<file path="src/rtl/prog_clk_div.sv">
// -----------------------------------------------------------------------------
// prog_clk_div -- programmable clock divider with tick and runtime reload
//
// Divides Clock by (tc_active+1). In toggle mode clk_out is a square wave of
// period 2*(tc_active+1) cycles. In pulse mode clk_out is high for the single
// cycle after each divider event. A new terminal count can be requested at any
// time. It is held in a shadow register and applied at the next event, or on
// the following cycle if the divider is frozen.
//
// Optional feature macro: PROG_CLK_DIV_TICK_COUNT_EN
//   When defined, the tick_cnt port and a wrapping event counter are built in.
//
// Parameters
//   CNT_W      width of divide counter / terminal count
//   DEFAULT_TC terminal count loaded at reset
//   TCNT_W     width of event counter (only used with the macro)
//
// Ports
//   Clock    in   single clock, rising edge
//   reset    in   asynchronous, active-high reset
//   en       in   count enable (0 freezes the divider)
//   mode     in   0 toggle output, 1 pulse output
//   tc_in    in   requested new terminal count
//   load_req in   request to load tc_in
//   load_ack out  one-cycle pulse when the new terminal count takes effect
//   clk_out  out  divided output (registered)
//   tick     out  one-cycle pulse per divider event (registered)
//   count    out  current divide count
//   tick_cnt out  event count (macro only)
// -----------------------------------------------------------------------------
module prog_clk_div #(
  parameter int          CNT_W      = 32,
  parameter int unsigned DEFAULT_TC = 32'd25000000,
  parameter int          TCNT_W     = 16
) (
  input  logic             Clock,
  input  logic             reset,
  input  logic             en,
  input  logic             mode,
  input  logic [CNT_W-1:0] tc_in,
  input  logic             load_req,
  output logic             load_ack,
  output logic             clk_out,
  output logic             tick,
  output logic [CNT_W-1:0] count
`ifdef PROG_CLK_DIV_TICK_COUNT_EN
  ,
  output logic [TCNT_W-1:0] tick_cnt
`endif
);

  logic [CNT_W-1:0] count_r;
  logic [CNT_W-1:0] count_nxt_s;
  logic [CNT_W-1:0] tc_active_r;
  logic [CNT_W-1:0] tc_nxt_s;
  logic [CNT_W-1:0] shadow_r;
  logic [CNT_W-1:0] shadow_nxt_s;
  logic             clk_r;
  logic             clk_nxt_s;
  logic             tick_r;
  logic             ack_r;
  logic             ack_nxt_s;
  logic             pending_r;
  logic             pending_nxt_s;
  logic             mode_r;
  logic             mode_nxt_s;
  logic             event_s;
  logic             apply_s;

  // An event is an enabled cycle at terminal count. A pending load is applied
  // at an event, or immediately while frozen.
  assign event_s = en & (count_r == tc_active_r);
  assign apply_s = pending_r & (~en | event_s);

  // Next-state computation for divider, output shaping and reload handshake.
  always_comb begin
    count_nxt_s   = count_r;
    tc_nxt_s      = tc_active_r;
    shadow_nxt_s  = shadow_r;
    clk_nxt_s     = clk_r;
    ack_nxt_s     = 1'b0;
    pending_nxt_s = pending_r;
    mode_nxt_s    = mode_r;

    // Reload handshake. pending_r is still set in the apply cycle, so a
    // simultaneous load_req is ignored rather than captured.
    if (apply_s) begin
      tc_nxt_s      = shadow_r;
      ack_nxt_s     = 1'b1;
      pending_nxt_s = 1'b0;
    end else if (load_req & ~pending_r) begin
      shadow_nxt_s  = tc_in;
      pending_nxt_s = 1'b1;
    end else begin
      pending_nxt_s = pending_r;
    end

    if (~en) begin
      // Frozen: mode may be resampled. clk_out holds, and count clears only on reload.
      mode_nxt_s = mode;
      if (pending_r) begin
        count_nxt_s = {CNT_W{1'b0}};
      end else begin
        count_nxt_s = count_r;
      end
    end else if (event_s) begin
      // The freshly sampled mode shapes the output of this event. This lets
      // a mode change made mid-interval act cleanly at the interval boundary.
      mode_nxt_s  = mode;
      count_nxt_s = {CNT_W{1'b0}};
      if (mode) begin
        clk_nxt_s = 1'b1;
      end else begin
        clk_nxt_s = ~clk_r;
      end
    end else begin
      count_nxt_s = count_r + CNT_W'(1'b1);
      if (mode_r) begin
        clk_nxt_s = 1'b0;
      end else begin
        clk_nxt_s = clk_r;
      end
    end
  end

  // State and registered outputs.
  always_ff @(posedge Clock or posedge reset) begin
    if (reset) begin
      count_r     <= {CNT_W{1'b0}};
      tc_active_r <= CNT_W'(DEFAULT_TC);
      shadow_r    <= {CNT_W{1'b0}};
      clk_r       <= 1'b0;
      tick_r      <= 1'b0;
      ack_r       <= 1'b0;
      pending_r   <= 1'b0;
      mode_r      <= 1'b0;
    end else begin
      count_r     <= count_nxt_s;
      tc_active_r <= tc_nxt_s;
      shadow_r    <= shadow_nxt_s;
      clk_r       <= clk_nxt_s;
      tick_r      <= event_s;
      ack_r       <= ack_nxt_s;
      pending_r   <= pending_nxt_s;
      mode_r      <= mode_nxt_s;
    end
  end

  assign count    = count_r;
  assign clk_out  = clk_r;
  assign tick     = tick_r;
  assign load_ack = ack_r;

`ifdef PROG_CLK_DIV_TICK_COUNT_EN
  logic [TCNT_W-1:0] tick_cnt_r;

  // Wrapping count of divider events.
  always_ff @(posedge Clock or posedge reset) begin
    if (reset) begin
      tick_cnt_r <= {TCNT_W{1'b0}};
    end else if (event_s) begin
      tick_cnt_r <= tick_cnt_r + TCNT_W'(1'b1);
    end else begin
      tick_cnt_r <= tick_cnt_r;
    end
  end

  assign tick_cnt = tick_cnt_r;
`endif

endmodule

</file>
<file path="config.mk">
export PLATFORM = sky130hd
export DESIGN_NAME = prog_clk_div
export DESIGN_NICKNAME = d
export VERILOG_FILES = /design/src/rtl/prog_clk_div.sv
export SDC_FILE = /design/constraint.sdc
export NUM_CORES = 1
export LEC_CHECK = 0
export ABC_CLOCK_PERIOD_IN_PS = 5300
export CORE_MARGIN = 1
export CORE_UTILIZATION = 50
export DETAILED_ROUTE_END_ITERATION = 8
export DONT_BUFFER_PORTS = 1
export GPL_ROUTABILITY_DRIVEN = 0
export PLACE_DENSITY = 0.71
export RECOVER_POWER = 100
export SYNTH_ARGS = -nofsm -noshare
export SYNTH_HDL_FRONTEND = slang
export SYNTH_SLANG_ARGS = --single-unit
</file>
<file path="constraint.sdc">
create_clock -name Clock -period 5.3 [get_ports Clock]
set_clock_uncertainty 0.15 [all_clocks]
set_input_delay 1.59 -clock Clock [delete_from_list [all_inputs] [get_ports Clock]]
set_output_delay 1.59 -clock Clock [all_outputs]
set_load 0.02 [all_outputs]
</file>
==> flow_summary.json, run 1 <==
{
  "status": "finished with violations",
  "violations": "capacitance limit, slew limit",
  "synth_top_family_by_area": "multiplexers",
  "die_y_microns": 99.5,
  "syn_nets": 415,
  "die-area_sq_um": 9900,
  "synth_top_area_cell": "dfrtp_1",
  "cts_tree": "yes",
  "finalSetupTns_ps": 0,
  "final_max_slew_viol_count": 34,
  "antenna_found_initial": 0,
  "initialDrtViolationCount": 126,
  "ctsResizeCount": 0,
  "die_x_microns": 99.5,
  "antennaDiodeCount": 0,
  "p_leak_nw": 2.18,
  "clock-sinks": 101,
  "fmax_mhz": 286,
  "grt_remaining_overflow": 0,
  "grt_pass1_wl_mm": 15.6,
  "fill_cells": 805,
  "syn_inst": 377,
  "synthMuxAreaShare_pct": 17.7,
  "yosys.area_share.simple_pct": 12.4,
  "final_nets": 413,
  "synthTopCellsByCount": "dfrtp_1, xor2_1, mux2_2",
  "via_per_inst": 5.60,
  "synth_adder_area_share_pct": 0.263,
  "yosys-top-cells-area": "dfrtp_1, mux2_4, xor2_1",
  "path_buf_inv": 0,
  "final.period_utilization_pct": 65.9,
  "cts-htree-levels": 3,
  "cts_buffer_depth": 2,
  "crit_family": "simple AND/OR/NAND/NOR gates",
  "synth_compound_area_share_pct": 5.74,
  "netlist_area_sq_um": 4750,
  "fin_util_pct": 53.1,
  "port_buffers": 0,
  "slew_headroom_pct": -16.7,
  "final_antenna_net_count": 0,
  "cap_violations": 1,
  "dp_slack_ps": 1960,
  "grt_pass1_vias": 2811,
  "power_mw": 1.91,
  "cellPowerDensity_nw_per_um2": 390,
  "worstMarginPinSlew_ps": 1750,
  "timing.final.ws_setup_ps": 1810,
  "synth_xor_area_share_pct": 7.92,
  "hold_viol_final": 0,
  "cts_hold_buf": 0,
  "post_cts_buffers": 0,
  "yosysWarnings": 0,
  "dominantRegCellSynth": "dfrtp_1",
  "grt.total_usage_pct": 20.7,
  "yosysSeqAreaShare_pct": 53.5,
  "end_kind": "flip-flop",
  "critical_path_arrival_ps": 3580,
  "whs_ps": 333,
  "cts_made_buffers": 9,
  "grt_setup_unrepaired": "false",
  "initial_core_util_pct": 51.5,
  "finalSetupViolations": 0,
  "synth_edf_count": 0,
  "drc": 0,
  "critical_path_class": "reg -> reg",
  "cts_root_buffer": "clkbuf_8",
  "clk_latency_ps": 360,
  "path_cells": "xor2_1, nor4_1, nand4_1, o21ai_0, nand2_1, mux2_1",
  "pin_count": 72,
  "drt_first_pass_iters": 5,
  "ir_drop_mv": 0.182,
  "wirelength_mm": 9.59,
  "startpoint_type": "flip-flop",
  "path_clk_slew_ps": 90,
  "rows": 35,
  "synth-seq-cells": 101,
  "drive_gt1_share_pct": 17.9,
  "crit_slowest_cell": "nand2_1",
  "vias": 2844,
  "fin_crit_ps": 3490,
  "avgSynthCellArea_sq_um": 12.6,
  "yosysMostFrequentCell": "dfrtp_1",
  "netlist-cell-type-count": 45,
  "hold_class": "reg -> reg",
  "synth.top_cell.area_share_pct": 46.8,
  "slowest_delay_ps": 850,
  "syn2layout_area_growth_pct": 3.16,
  "async_reset_ff_share_pct": 100,
  "cp_max_fo": 33,
  "post-dp-hpwl_mm": 6.81,
  "critPathRequiredTime_ps": 5390,
  "grt_max_degree": 81,
  "wl_per_cell_microns": 18.9,
  "core_area_sq_um": 9240
}
## worst register-to-register path, cell delays in order (launching register included)
cell	delay (ps)
dfrtp_1	540
xor2_1	220
nor4_1	360
nand4_1	280
o21ai_0	280
nand2_1	850
mux2_1	700
## final timing paths
path	from	end	slack (ps)	cells after the start
min reg2reg	shadow_r[1]	tc_active_r[1]	330	1
max	count[27]	tc_active_r[7]	1810	6
min	shadow_r[1]	tc_active_r[1]	330	1
max in group asynchronous	reset	count[10]	2180	2
max reg2reg	count[27]	tc_active_r[7]	1810	6
min in group asynchronous	reset	shadow_r[4]	1150	1
## through the flow
stage	cell area, sq um	cells
after floorplan	4750	377
after global placement	4850	493
after detailed placement	4850	493
after CTS	5030	508
after global routing	4900	508
final	4900	508
## routing by layer
layer  routed length [microns]  global-route usage (%)
met5                         0                       0
met4                       158                    8.48
met3                       621                    5.06
met2                      4400                    30.6
met1                      4420                    29.5
## cells by family (layout without fill, tap and decap cells)
logic type,count (synthesis),after routing
buf+inv,22,24
fa+ha+maj,1,1
compound gates,39,39
simple gates,106,106
xor+xnor,43,43
flops,101,101
mux,65,65
## cells in the final DEF, fill, tap and decap left out, types with 2 or more instances in the layout
master / instances
nand2_1: 20
or2_2: 2
and4_1: 3
dfrtp_1: 89
o21ai_0: 9
clkinv_2: 3
dfstp_2: 12
inv_1: 4
clkbuf_1: 4
nor4_1: 9
a22o_1: 5
nor3_1: 9
xor2_1: 42
mux2_2: 32
clkbuf_8: 9
o311ai_0: 3
a21o_1: 14
or3_1: 4
nor2_1: 21
nand4_1: 9
mux2_1: 32
nand3_1: 15
a21oi_1: 4
and3_1: 3
## registers in the layout, summed over array words and instances (netlist names)
register,flops
clk_out,1
count,32
load_ack,1
mode_r,1
pending_r,1
shadow_r,32
tc_active_r,32
tick,1
## area by class of cell
type                    instances  area (sq um)  area share, %
clock buffers                  10           128           2.60
clock inverters                 5          52.6           1.07
inverters                       5          21.3          0.434
multi-input cells             254          1980           40.4
flip-flops and latches        101          2540           51.8
well taps                     129           161           3.29
repair buffers                  4          18.8          0.383
## power breakdown
part	total, mW	internal (mW)	switching [mW]	leakage (nW)
Clock	0.464	0.214	0.250	0.0919
Combinational	0.329	0.178	0.151	0.846
Sequential	1.12	0.970	0.149	1.24
Total	1.91	1.36	0.550	2.18
(Power assumes the default switching activity.)
==> run 2, diff against run 1 <==
--- a/config.mk
+++ b/config.mk
@@ -5,13 +5,14 @@
 export SDC_FILE = /design/constraint.sdc
 export NUM_CORES = 1
 export LEC_CHECK = 0
-export ABC_CLOCK_PERIOD_IN_PS = 5300
+export ABC_AREA = 1
+export ABC_CLOCK_PERIOD_IN_PS = 3100
 export CORE_MARGIN = 1
 export CORE_UTILIZATION = 50
 export DETAILED_ROUTE_END_ITERATION = 8
 export DONT_BUFFER_PORTS = 1
 export GPL_ROUTABILITY_DRIVEN = 0
-export PLACE_DENSITY = 0.71
+export PLACE_DENSITY = 0.74
 export RECOVER_POWER = 100
 export SYNTH_ARGS = -nofsm -noshare
 export SYNTH_HDL_FRONTEND = slang
==> constraint.sdc (replaced) <==
create_clock -name Clock -period 3.1 [get_ports Clock]
set_clock_uncertainty 0.15 [all_clocks]
set_input_delay 0.93 -clock Clock [delete_from_list [all_inputs] [get_ports Clock]]
set_output_delay 0.93 -clock Clock [all_outputs]
set_load 0.02 [all_outputs]
==> run 2 against run 1 <==
The run now ends clean. Clock power increased by 90%. Total power increased by 72%. Core utilization increased by 2.0 points. Via count increased by 45%. Area after synthesis increased by 8.7%. Die area increased by 8.5%. First-iteration DRC count increased to 3.0 times the previous value. Final cell count increased by 48%. Sequential power increased by 62%. Sequential cell count unchanged. Synthesized cell count increased by 64%. Maximum frequency increased by 30%.
==> flow_summary.json, run 2 <==
{
  "status": "completed",
  "die_x_microns": 104,
  "port_buffers": 0,
  "avgSynthCellArea_sq_um": 8.38,
  "cap_violations": 0,
  "cts-htree-levels": 3,
  "finalSetupViolations": 0,
  "post-dp-hpwl_mm": 8.65,
  "wl_met3_microns": 907,
  "async_reset_ff_share_pct": 100,
  "die-area_sq_um": 10700,
  "yosysWarnings": 0,
  "fmax_mhz": 373,
  "power_frac_clock_pct": 26.8,
  "grt_pass1_vias": 4189,
  "intPower_mw": 2.21,
  "slew_headroom_pct": 10.8,
  "netlist-cell-type-count": 25,
  "met2WireLength_mm": 5.55,
  "seqPwrFrac_pct": 55.0,
  "netlist_area_sq_um": 5170,
  "register_area_sq_um": 2540,
  "cp_max_fo": 7,
  "grt_pass1_wl_mm": 20.0,
  "ir_drop_mv": 0.285,
  "antenna_found_initial": 0,
  "yosysSeqAreaShare_pct": 49.2,
  "cts_made_buffers": 9,
  "final_common_cell": "nand2_1",
  "die_y_microns": 104,
  "placed_cells": 738,
  "switching_share_pct": 32.6,
  "multi_input_area_sq_um": 2300,
  "cts_hold_buf": 0,
  "synthTopCellsByCount": "nand2_1, dfrtp_1, nand3_1",
  "wl_per_cell_microns": 15.7,
  "clock-sinks": 101,
  "cts_buffer_depth": 2,
  "post_cts_buffers": 0,
  "hold_viol_final": 0,
  "top_layer_used": "met4",
  "syn_nets": 655,
  "synth.top_cell.area_share_pct": 43.1,
  "initialDrtViolationCount": 372,
  "final.period_utilization_pct": 86.4,
  "antennaDiodeCount": 0,
  "critical_path_arrival_ps": 2790,
  "yosys-top-cells-area": "dfrtp_1, nand2_1, mux2_2",
  "critical_path_class": "reg -> reg",
  "fill_cells": 926,
  "cts_tree": "yes",
  "yosysMostFrequentCell": "nand2_1",
  "grt_setup_unrepaired": "false",
  "ctsResizeCount": 0,
  "drc": 0,
  "critPathRequiredTime_ps": 3210,
  "final_max_slew_viol_count": 0,
  "drt_first_pass_iters": 5,
  "finalSetupTns_ps": 0,
  "p_leak_nw": 2.45,
  "drive_gt1_share_pct": 11.4,
  "dominantRegCellSynth": "dfrtp_1",
  "combinationalPowerShare_pct": 18.2,
  "wl_met1_mm": 4.90,
  "syn2layout_area_growth_pct": 5.64,
  "via_per_inst": 5.47,
  "synth-seq-cells": 101,
  "end_kind": "flip-flop",
  "initial_core_util_pct": 52.2,
  "grt.total_usage_pct": 23.4,
  "clk_latency_ps": 390,
  "pin_count": 72,
  "grt_max_degree": 102,
  "path_clk_slew_ps": 120,
  "final_cell_mix": "nand2_1, dfrtp_1, nand3_1",
  "synth_edf_count": 0,
  "cellPowerDensity_nw_per_um2": 602,
  "final_nets": 654,
  "syn_inst": 617,
  "worstMarginPinSlew_ps": 1340,
  "final_antenna_net_count": 0,
  "synth_top_area_cell": "dfrtp_1",
  "vias": 4123,
  "wirelength_mm": 11.8,
  "cts_root_buffer": "clkbuf_8",
  "rows": 36,
  "core_area_sq_um": 9910,
  "startpoint_type": "flip-flop",
  "fin_crit_ps": 2680,
  "hold_class": "reg -> reg",
  "p_switching_mw": 1.07,
  "stdcell_count": 754,
  "grt_remaining_overflow": 0
}
-- run 2: final cells by class --
class	instances	share of cell area, %
clock buffer	9	2.27
clock inverter	7	1.63
inverter	50	3.46
multi-input combinational	445	42.1
sequential	101	46.6
tap	133	3.05
timing repair buffer	9	0.917
-- run 2: power by group through the flow --
stage                     Clock [mW]  Combinational (mW)  Sequential (mW)
final                          0.880               0.598             1.81
after detailed placement           0               0.607             1.84
after floorplan                    0               0.529             1.77
after CTS                      0.903               0.611             1.81
after global placement             0               0.577             1.83
after global routing           0.946               0.694             1.85
-- run 2: final timing paths --
path | start | end | slack, ps | cells after the start
max | count[0] | count[14] | 420 | 9
min | tc_active_r[19] | tc_active_r[19] | 330 | 2
max reg2reg | count[0] | count[14] | 420 | 9
min reg2reg | tc_active_r[19] | tc_active_r[19] | 330 | 2
max in group asynchronous | reset | count[22] | 1180 | 2
min in group asynchronous | reset | shadow_r[12] | 720 | 2
-- run 2: routing by layer --
layer	GRT usage (%)	vias up
met5	0	-
met3	6.29	42
met1	28.8	1948
li1	-	1981
met2	38.0	152
met4	12.0	0
-- run 2: critical path, cell delays in order (launching register included) --
cell     delay (ps)
dfrtp_1         580
ha_1            310
nand2_1         110
nor2_1          360
inv_1           110
nor2_1          280
inv_1            70
nor2_1          280
xor2_1          180
o22ai_1         110
-- run 2: per-stage QoR --
step / util (%) / power (mW) / worst slack [ps] / hold WS (ps) / instance area (sq um)
floorplan: - / 2.30 / 826 / 299 / 5170
global placement: 53.4 / 2.40 / 670 / 312 / 5290
detailed placement: 53.4 / 2.44 / 622 / 317 / 5290
CTS: 55.6 / 3.33 / 604 / 335 / 5510
global route: 55.1 / 3.49 / 227 / 348 / 5460
finish: 55.1 / 3.29 / 422 / 333 / 5460
-- run 2: cell families after synthesis --
group / count (synthesis) / synth area share (%)
AO/OA/AOI/OAI: 24 / 2.71
XOR/XNOR: 37 / 6.27
adder cells (fa/ha/maj): 1 / 0.242
buffers and inverters: 71 / 6.08
flip-flops: 101 / 49.2
multiplexers: 32 / 6.97
AND/OR/NAND/NOR: 351 / 28.5
